[src/rtl/weight_loader.sv]
// weight_loader: pops ROWS*COLS weight bytes, packs them into rows, shifts each row into the array, then latches.
// Latency: start -> first pop next cycle (+1 with WEIGHT_LOADER_AUTO_SWAP_EN); done at cycle ROWS*(COLS+1)+1 (+1) with no stalls.
// Backpressure: buf_empty stalls FILL one cycle per empty cycle; start is ignored while busy.
module weight_loader #(
    parameter int ROWS       = 4,
    parameter int COLS       = 4,
    parameter int DATA_WIDTH = 8
) (
    input  logic                       clk,
    input  logic                       rst,
    input  logic                       start,
    output logic                       busy,
    output logic                       done,
    output logic                       buf_rd_en,
    input  logic [DATA_WIDTH-1:0]      buf_data,
    input  logic                       buf_empty,
    output logic                       buf_swap,
    output logic [DATA_WIDTH*COLS-1:0] w_data,
    output logic                       w_shift,
    output logic                       w_latch
);

    localparam int RW = (ROWS > 1) ? $clog2(ROWS) : 1;
    localparam int CW = (COLS > 1) ? $clog2(COLS) : 1;
    localparam logic [RW-1:0] ROW_LAST = RW'(ROWS - 1);
    localparam logic [CW-1:0] COL_LAST = CW'(COLS - 1);

    typedef enum logic [2:0] {
        S_IDLE  = 3'd0,
        S_SWAP  = 3'd1,
        S_FILL  = 3'd2,
        S_SHIFT = 3'd3,
        S_LATCH = 3'd4
    } state_t;

    state_t                       state_q, state_d;
    logic [RW-1:0]                row_cnt_q, row_cnt_d;
    logic [CW-1:0]                col_cnt_q, col_cnt_d;
    logic [DATA_WIDTH*COLS-1:0]   w_data_q, w_data_d;

    // State, counters and the row assembly register; reset aborts any load in flight.
    always_ff @(posedge clk or posedge rst) begin
        if (rst) begin
            state_q   <= S_IDLE;
            row_cnt_q <= '0;
            col_cnt_q <= '0;
            w_data_q  <= '0;
        end else begin
            state_q   <= state_d;
            row_cnt_q <= row_cnt_d;
            col_cnt_q <= col_cnt_d;
            w_data_q  <= w_data_d;
        end
    end

    // Next-state logic and strobes; pops are combinational so the FWFT head is consumed the same cycle.
    always_comb begin
        state_d   = state_q;
        row_cnt_d = row_cnt_q;
        col_cnt_d = col_cnt_q;
        w_data_d  = w_data_q;
        buf_rd_en = 1'b0;
        buf_swap  = 1'b0;
        w_shift   = 1'b0;
        w_latch   = 1'b0;
        done      = 1'b0;
        busy      = (state_q != S_IDLE);

        case (state_q)
            S_IDLE: begin
                if (start) begin
                    row_cnt_d = '0;
                    col_cnt_d = '0;
                    w_data_d  = '0;
`ifdef WEIGHT_LOADER_AUTO_SWAP_EN
                    state_d   = S_SWAP;
`else
                    state_d   = S_FILL;
`endif
                end
            end
`ifdef WEIGHT_LOADER_AUTO_SWAP_EN
            S_SWAP: begin
                // Flip the double buffer so the freshly written half becomes readable.
                buf_swap = 1'b1;
                state_d  = S_FILL;
            end
`endif
            S_FILL: begin
                if (!buf_empty) begin
                    buf_rd_en = 1'b1;
                    w_data_d[int'(col_cnt_q)*DATA_WIDTH +: DATA_WIDTH] = buf_data;
                    if (col_cnt_q == COL_LAST) begin
                        col_cnt_d = '0;
                        state_d   = S_SHIFT;
                    end else begin
                        col_cnt_d = col_cnt_q + CW'(1);
                    end
                end
            end
            S_SHIFT: begin
                w_shift = 1'b1;
                if (row_cnt_q == ROW_LAST) begin
                    state_d = S_LATCH;
                end else begin
                    row_cnt_d = row_cnt_q + RW'(1);
                    state_d   = S_FILL;
                end
            end
            S_LATCH: begin
                w_latch = 1'b1;
                done    = 1'b1;
                state_d = S_IDLE;
            end
            default: begin
                state_d = S_IDLE;
            end
        endcase
    end

    assign w_data = w_data_q;

endmodule

[config.mk]
export PLATFORM = sky130hd
export DESIGN_NAME = weight_loader
export DESIGN_NICKNAME = d
export VERILOG_FILES = /design/src/rtl/weight_loader.sv
export SDC_FILE = /design/constraint.sdc
export NUM_CORES = 1
export LEC_CHECK = 0
export ABC_CLOCK_PERIOD_IN_PS = 2100
export CAP_MARGIN = 20
export CORE_MARGIN = 5
export CORE_UTILIZATION = 50
export CTS_BUF_LIST = sky130_fd_sc_hd__clkbuf_16
export CTS_CLUSTER_DIAMETER = 100
export CTS_CLUSTER_SIZE = 8
export DETAILED_ROUTE_END_ITERATION = 10
export PLACE_DENSITY = 0.82
export SETUP_SLACK_MARGIN = 0.2
export SLEW_MARGIN = 20
export SYNTH_ARGS = -nofsm -noshare
export SYNTH_HDL_FRONTEND = slang
export SYNTH_SLANG_ARGS = --single-unit
export TNS_END_PERCENT = 5
[constraint.sdc]
create_clock -name clk -period 2.1 [get_ports clk]
set_input_delay 0.42 -clock clk [delete_from_list [all_inputs] [get_ports clk]]
set_output_delay 0.42 -clock clk [all_outputs]
set_load 0.02 [all_outputs]
Word-level counts from Yosys, hierarchy flattened
Index checks and enable logic that the tools add are counted.
- $add $sub $neg: 3
- shift-type cells: 2
- muxes and demuxes: 19
- reduce and logical (&&, ||, !) cells: 7
- equal/unequal tests: 9
- operator list (operator ; count):
    32-bit two-way mux ; 2
    32-bit case mux with 2 select lines ; 1
    5-bit negation with 33-bit output ; 1
    8-bit by 33-bit variable shift with 32-bit output, first input constant ; 1
    8-bit by 33-bit variable part select with 32-bit output ; 1
    32-bit bitwise mux ; 1
    3-bit two-way mux ; 4
    3-bit case mux with 3 select lines ; 1
    3-bit AND reduction ; 3
    2-bit two-way mux ; 4
    2-bit != test, second input constant ; 4
    2-bit case mux with 2 select lines ; 2
    3-bit by 2-bit equality test with 1-bit output, second input constant ; 2
    2-bit by 1-bit adder with 2-bit output, second input constant ; 2
    2-bit equality test, second input constant ; 2
    1-bit two-way mux ; 4
    2-bit nonzero test ; 2
    3-bit equality test, second input constant ; 1
    3-bit logical NOT ; 1
    3-bit nonzero test ; 1
- bits of input ports: 12
- bits in registers: 39

Depth between registers and ports, before layout
- word-level depth: 5
- gate-level depth with buffers: 6
- gate-level depth less buffers: 5

Worst setup path after synthesis
OpenSTA, ideal clock, no wires.
- path kind: reg-to-reg
- start point: reg col_cnt_q[0]
- end point: reg w_data_q[10] (netlist: w_data[10])
- path buffers: 1
- period minus slack after synthesis: 1866 ps
- cell stages (with the launch flop): 7
- required time: 1975 ps
- path slack: 234 ps
- arrival time: 1741 ps
- cells stage by stage: dfrtp_1 inv_1 ha_1 and4bb_1 clkbuf_1 and3_1 mux2_4
- cells in the longest elaborated chain, start to end: 5
- elaborated cells between the ends (all ways): 6
- classes of those cells: add/sub: 1; shift: 2; mux: 3
- ends and longest elaborated chain (element ; line ; source):
    from (decl) ; 38 ; logic [CW-1:0] col_cnt_q, col_cnt_d;
    from (signal assigned) ; 51 ; col_cnt_q <= col_cnt_d;
    5-bit negation with 33-bit output * ; 92 ; w_data_d[int'(col_cnt_q)*DATA_WIDTH +: DATA_WIDTH] = buf_data;
    8-bit by 33-bit variable part select with 32-bit output / 8-bit by 33-bit variable shift with 32-bit output (equally long branches) ; 92 ;
    32-bit bitwise mux * ; 92 ;
    32-bit two-way mux * ; 90 ; if (!buf_empty) begin
    32-bit case mux with 2 select lines * ; 69 ; case (state_q)
    to (signal assigned) ; 52 ; w_data_q <= w_data_d;
    to (decl) ; 39 ; logic [DATA_WIDTH*COLS-1:0] w_data_q, w_data_d;
Mark *: on every way between the ends. The rest lies on a longest branch, timed or not. The select of a mux whose other input is x is not followed.
A chain may end at the register's enable or synchronous reset.

Worst setup path after layout
- start point: reg col_cnt_q[1]
- end point: reg w_data_q[14] (netlist: w_data[14])
Same word-level chain as after synthesis.

==> metrics.yaml <==
sta:
  rsz0062_at_grt: "yes"
  whs_ps: 488
  period_share: 0.894
  period_needed_ps: 1880
  clock.fmax_mhz: 533
  setup_ws_ps: 222
  drv_slew: 0
  hold_violations: 0
  setup_viol: 0
  fin_skew_ps: 4.80
worst_setup_path:
  cp_slowest_cell: "dfrtp_1"
  crit_required_ps: 2250
  worstPathArrival_ps: 2030
  crit_type: "reg -> reg"
  critPathCaptureType: "flop"
  cp_max_fo: 16
  startpoint_type: "flop"
  cp_cell_sequence: "inv_1, ha_1, and4bb_2, and3_1, mux2_4"
  max_stage_delay_ps: 460
pwr:
  p_int_w: 0.00244
  leakage_nw: 1.47
  p_total_w: 0.00375
  clockPowerShare: 0.219
  netSwitchingFraction: 0.349
  power_frac_comb: 0.494
  seq_power_share: 0.286
  p_switching_w: 0.00131
  vdd_drop_max_mv: 0.732
  p_per_area_nw_per_um2: 1260
synthesis:
  synth_common_cells: "39 x dfrtp_1, 33 x and3_1, 32 x mux2_4, 7 x ha_1, 5 x o21ai_1"
  yosys_warnings: 0
  synth_nets: 182
  synth_flop_cell: "dfrtp_1"
  yosys-top-cells-area: "dfrtp_1 45%, mux2_4 22%, and3_1 9.5%"
  syn_area_per_cell_sq_um: 13.3
  ys_seq_area_frac: 0.451
  async_reset_ff_frac: 1.00
  synth_cell_types: 30
  yosys.area.top_type_share: 0.451
  synth_edf_count: 0
  ys_ff_latch: 39
  syn_inst: 163
  yosys.area.top_type: "dfrtp_1"
  yosysMostFrequentCell: "dfrtp_1"
  syn-cell-area_sq_um: 2160
final_layout:
  drive_above_1_share: 0.292
  area_growth_pct: 37.8
  fin_util: 0.700
  stdcell_area_sq_um: 2980
  n_antenna_cell: 0
  num-nets-final: 244
route:
  totalWireLength_um: 4940
  drc: 0
  drtPass1Iterations: 4
  viasPerCell: 5.46
  vias: 1517
  wl_per_cell_um: 17.8
  first_iter_violations: 115
  ant_nets: 0
clock_tree:
  cts_hold_buffers: 0
  clock-sinks: 39
  root_buffer: "clkbuf_16"
  cts_max_level: 2
  clk_latency_ps: 270
  path_clk_slew_ps: 50
  cts-buffers-inserted: 5
  post_cts_buffers: 0
  cts_tree: "done"
  cts.path.max_buffers: 2
floorplanning:
  ios: 50
  die_area_sq_um: 5740
  fp.dieW_um: 75.8
  die_h_um: 75.8
  fp.coreArea_sq_um: 4260
  initial_utilization: 0.508
  rows: 24
place:
  port_buffers: 48
  dp_hpwl_um: 3470
  post_dp_cell_area_sq_um: 2820
  gp_congestion: 0.782
  dp_slack_ps: -36.2
global_routing:
  grt_overflow_total: 0
  grt_pass1_wl_um: 8160
  grt_usage: 0.192
  antenna_found_initial: 0
  first_global_vias: 1593
  grt_max_degree: 40
flow_run:
  maxCapViolations: 0
run_status:
  status: "finished, final reports clean"
hold_path:
  min_path_type: "reg -> reg"
## power by group through the flow
stage	combinational [W]	sequential [W]	clock, W
after CTS	0.00186	0.00108	0.000839
after global routing	0.00198	0.00110	0.000879
final	0.00185	0.00107	0.000823
after detailed placement	0.00183	0.00109	0
after global placement	0.00177	0.00108	0
after floorplan	0.000938	0.00126	0
## critical path: cells and delay by family, from the launching register on
family	cells	cell delay, ps
fa+ha+maj	1	360
buf+inv	1	120
flops	1	460
mux	1	260
simple gates	2	560
## logic make-up (layout without fill, tap and decap cells)
logic type | after synthesis | count (layout) | synth area share
simple gates | 60 | 60 | 0.197
flops | 39 | 39 | 0.451
buf+inv | 10 | 73 | 0.0272
compound gates | 13 | 13 | 0.0561
mux | 33 | 33 | 0.227
other cells | 1 | 1 | 0.00173
fa+ha+maj | 7 | 7 | 0.0405
## registers in the layout, summed over array words and instances (netlist names)
register	cells
col_cnt_q	2
row_cnt_q	2
state_q	3
w_data	32
## per-layer routing
layer	global-route usage	vias to the layer above	routed length, um	share of wire
li1	-	712	-	-
met1	0.263	764	2240	0.45
met2	0.305	37	2390	0.48
met3	0.0462	4	260	0.053
met4	0.0505	0	44	0.0089
met5	0	-	0	0
## path summary, 6_finish.rpt
path / start / endpoint / slack [ps] / depth (start not counted)
max: col_cnt_q[1] / w_data[14] / 220 / 5
min: row_cnt_q[0] / row_cnt_q[0] / 490 / 1
max reg2reg: col_cnt_q[1] / w_data[14] / 220 / 5
min reg2reg: row_cnt_q[0] / row_cnt_q[0] / 490 / 1
max in group asynchronous: rst / state_q[1] / 1180 / 3
min in group asynchronous: rst / w_data[2] / 560 / 3
## cells in the final DEF (no fill, tap or decap), types with 2 or more instances in the layout
cell type	Yosys	layout
clkdlybuf4s50_1	0	43
dfrtp_1	39	38
and3_1	33	33
mux2_4	32	32
buf_4	3	10
ha_1	7	7
o21ai_1	5	5
clkbuf_16	0	5
a21oi_4	4	4
buf_12	0	4
nand2_1	3	3
a22o_1	3	3
inv_1	3	3
dlygate4sd2_1	0	3
nor2b_1	2	2
nand2b_1	2	2
nand3b_4	2	2
and4bb_2	1	2
nand3b_1	2	2
nor3b_2	0	2
nor2_1	2	2
and2_1	2	2
nor3b_1	4	2
## metrics by stage
step	cells	TNS, ps
3_5_place_dp	270	-36.2
5_1_grt	278	0
2_1_floorplan	163	0
3_3_place_gp	270	-33.6
4_1_cts	278	0
6_report	278	0
## final cells by class
cell class,instances,area [sq um]
Fill cell,311,1280
Multi-Input combinational cell,114,1140
Timing Repair Buffer,62,626
Clock inverter,3,38.8
Tap cell,52,65.1
Inverter,3,11.3
Clock buffer,5,125
Sequential cell,39,977
## repair_timing
action                     4_1_cts  5_1_grt
setup endpoints to repair       17       20
gates resized for setup         10        3
pin swaps                        0        0
Note: power is estimated with default switching activity, not from simulation.
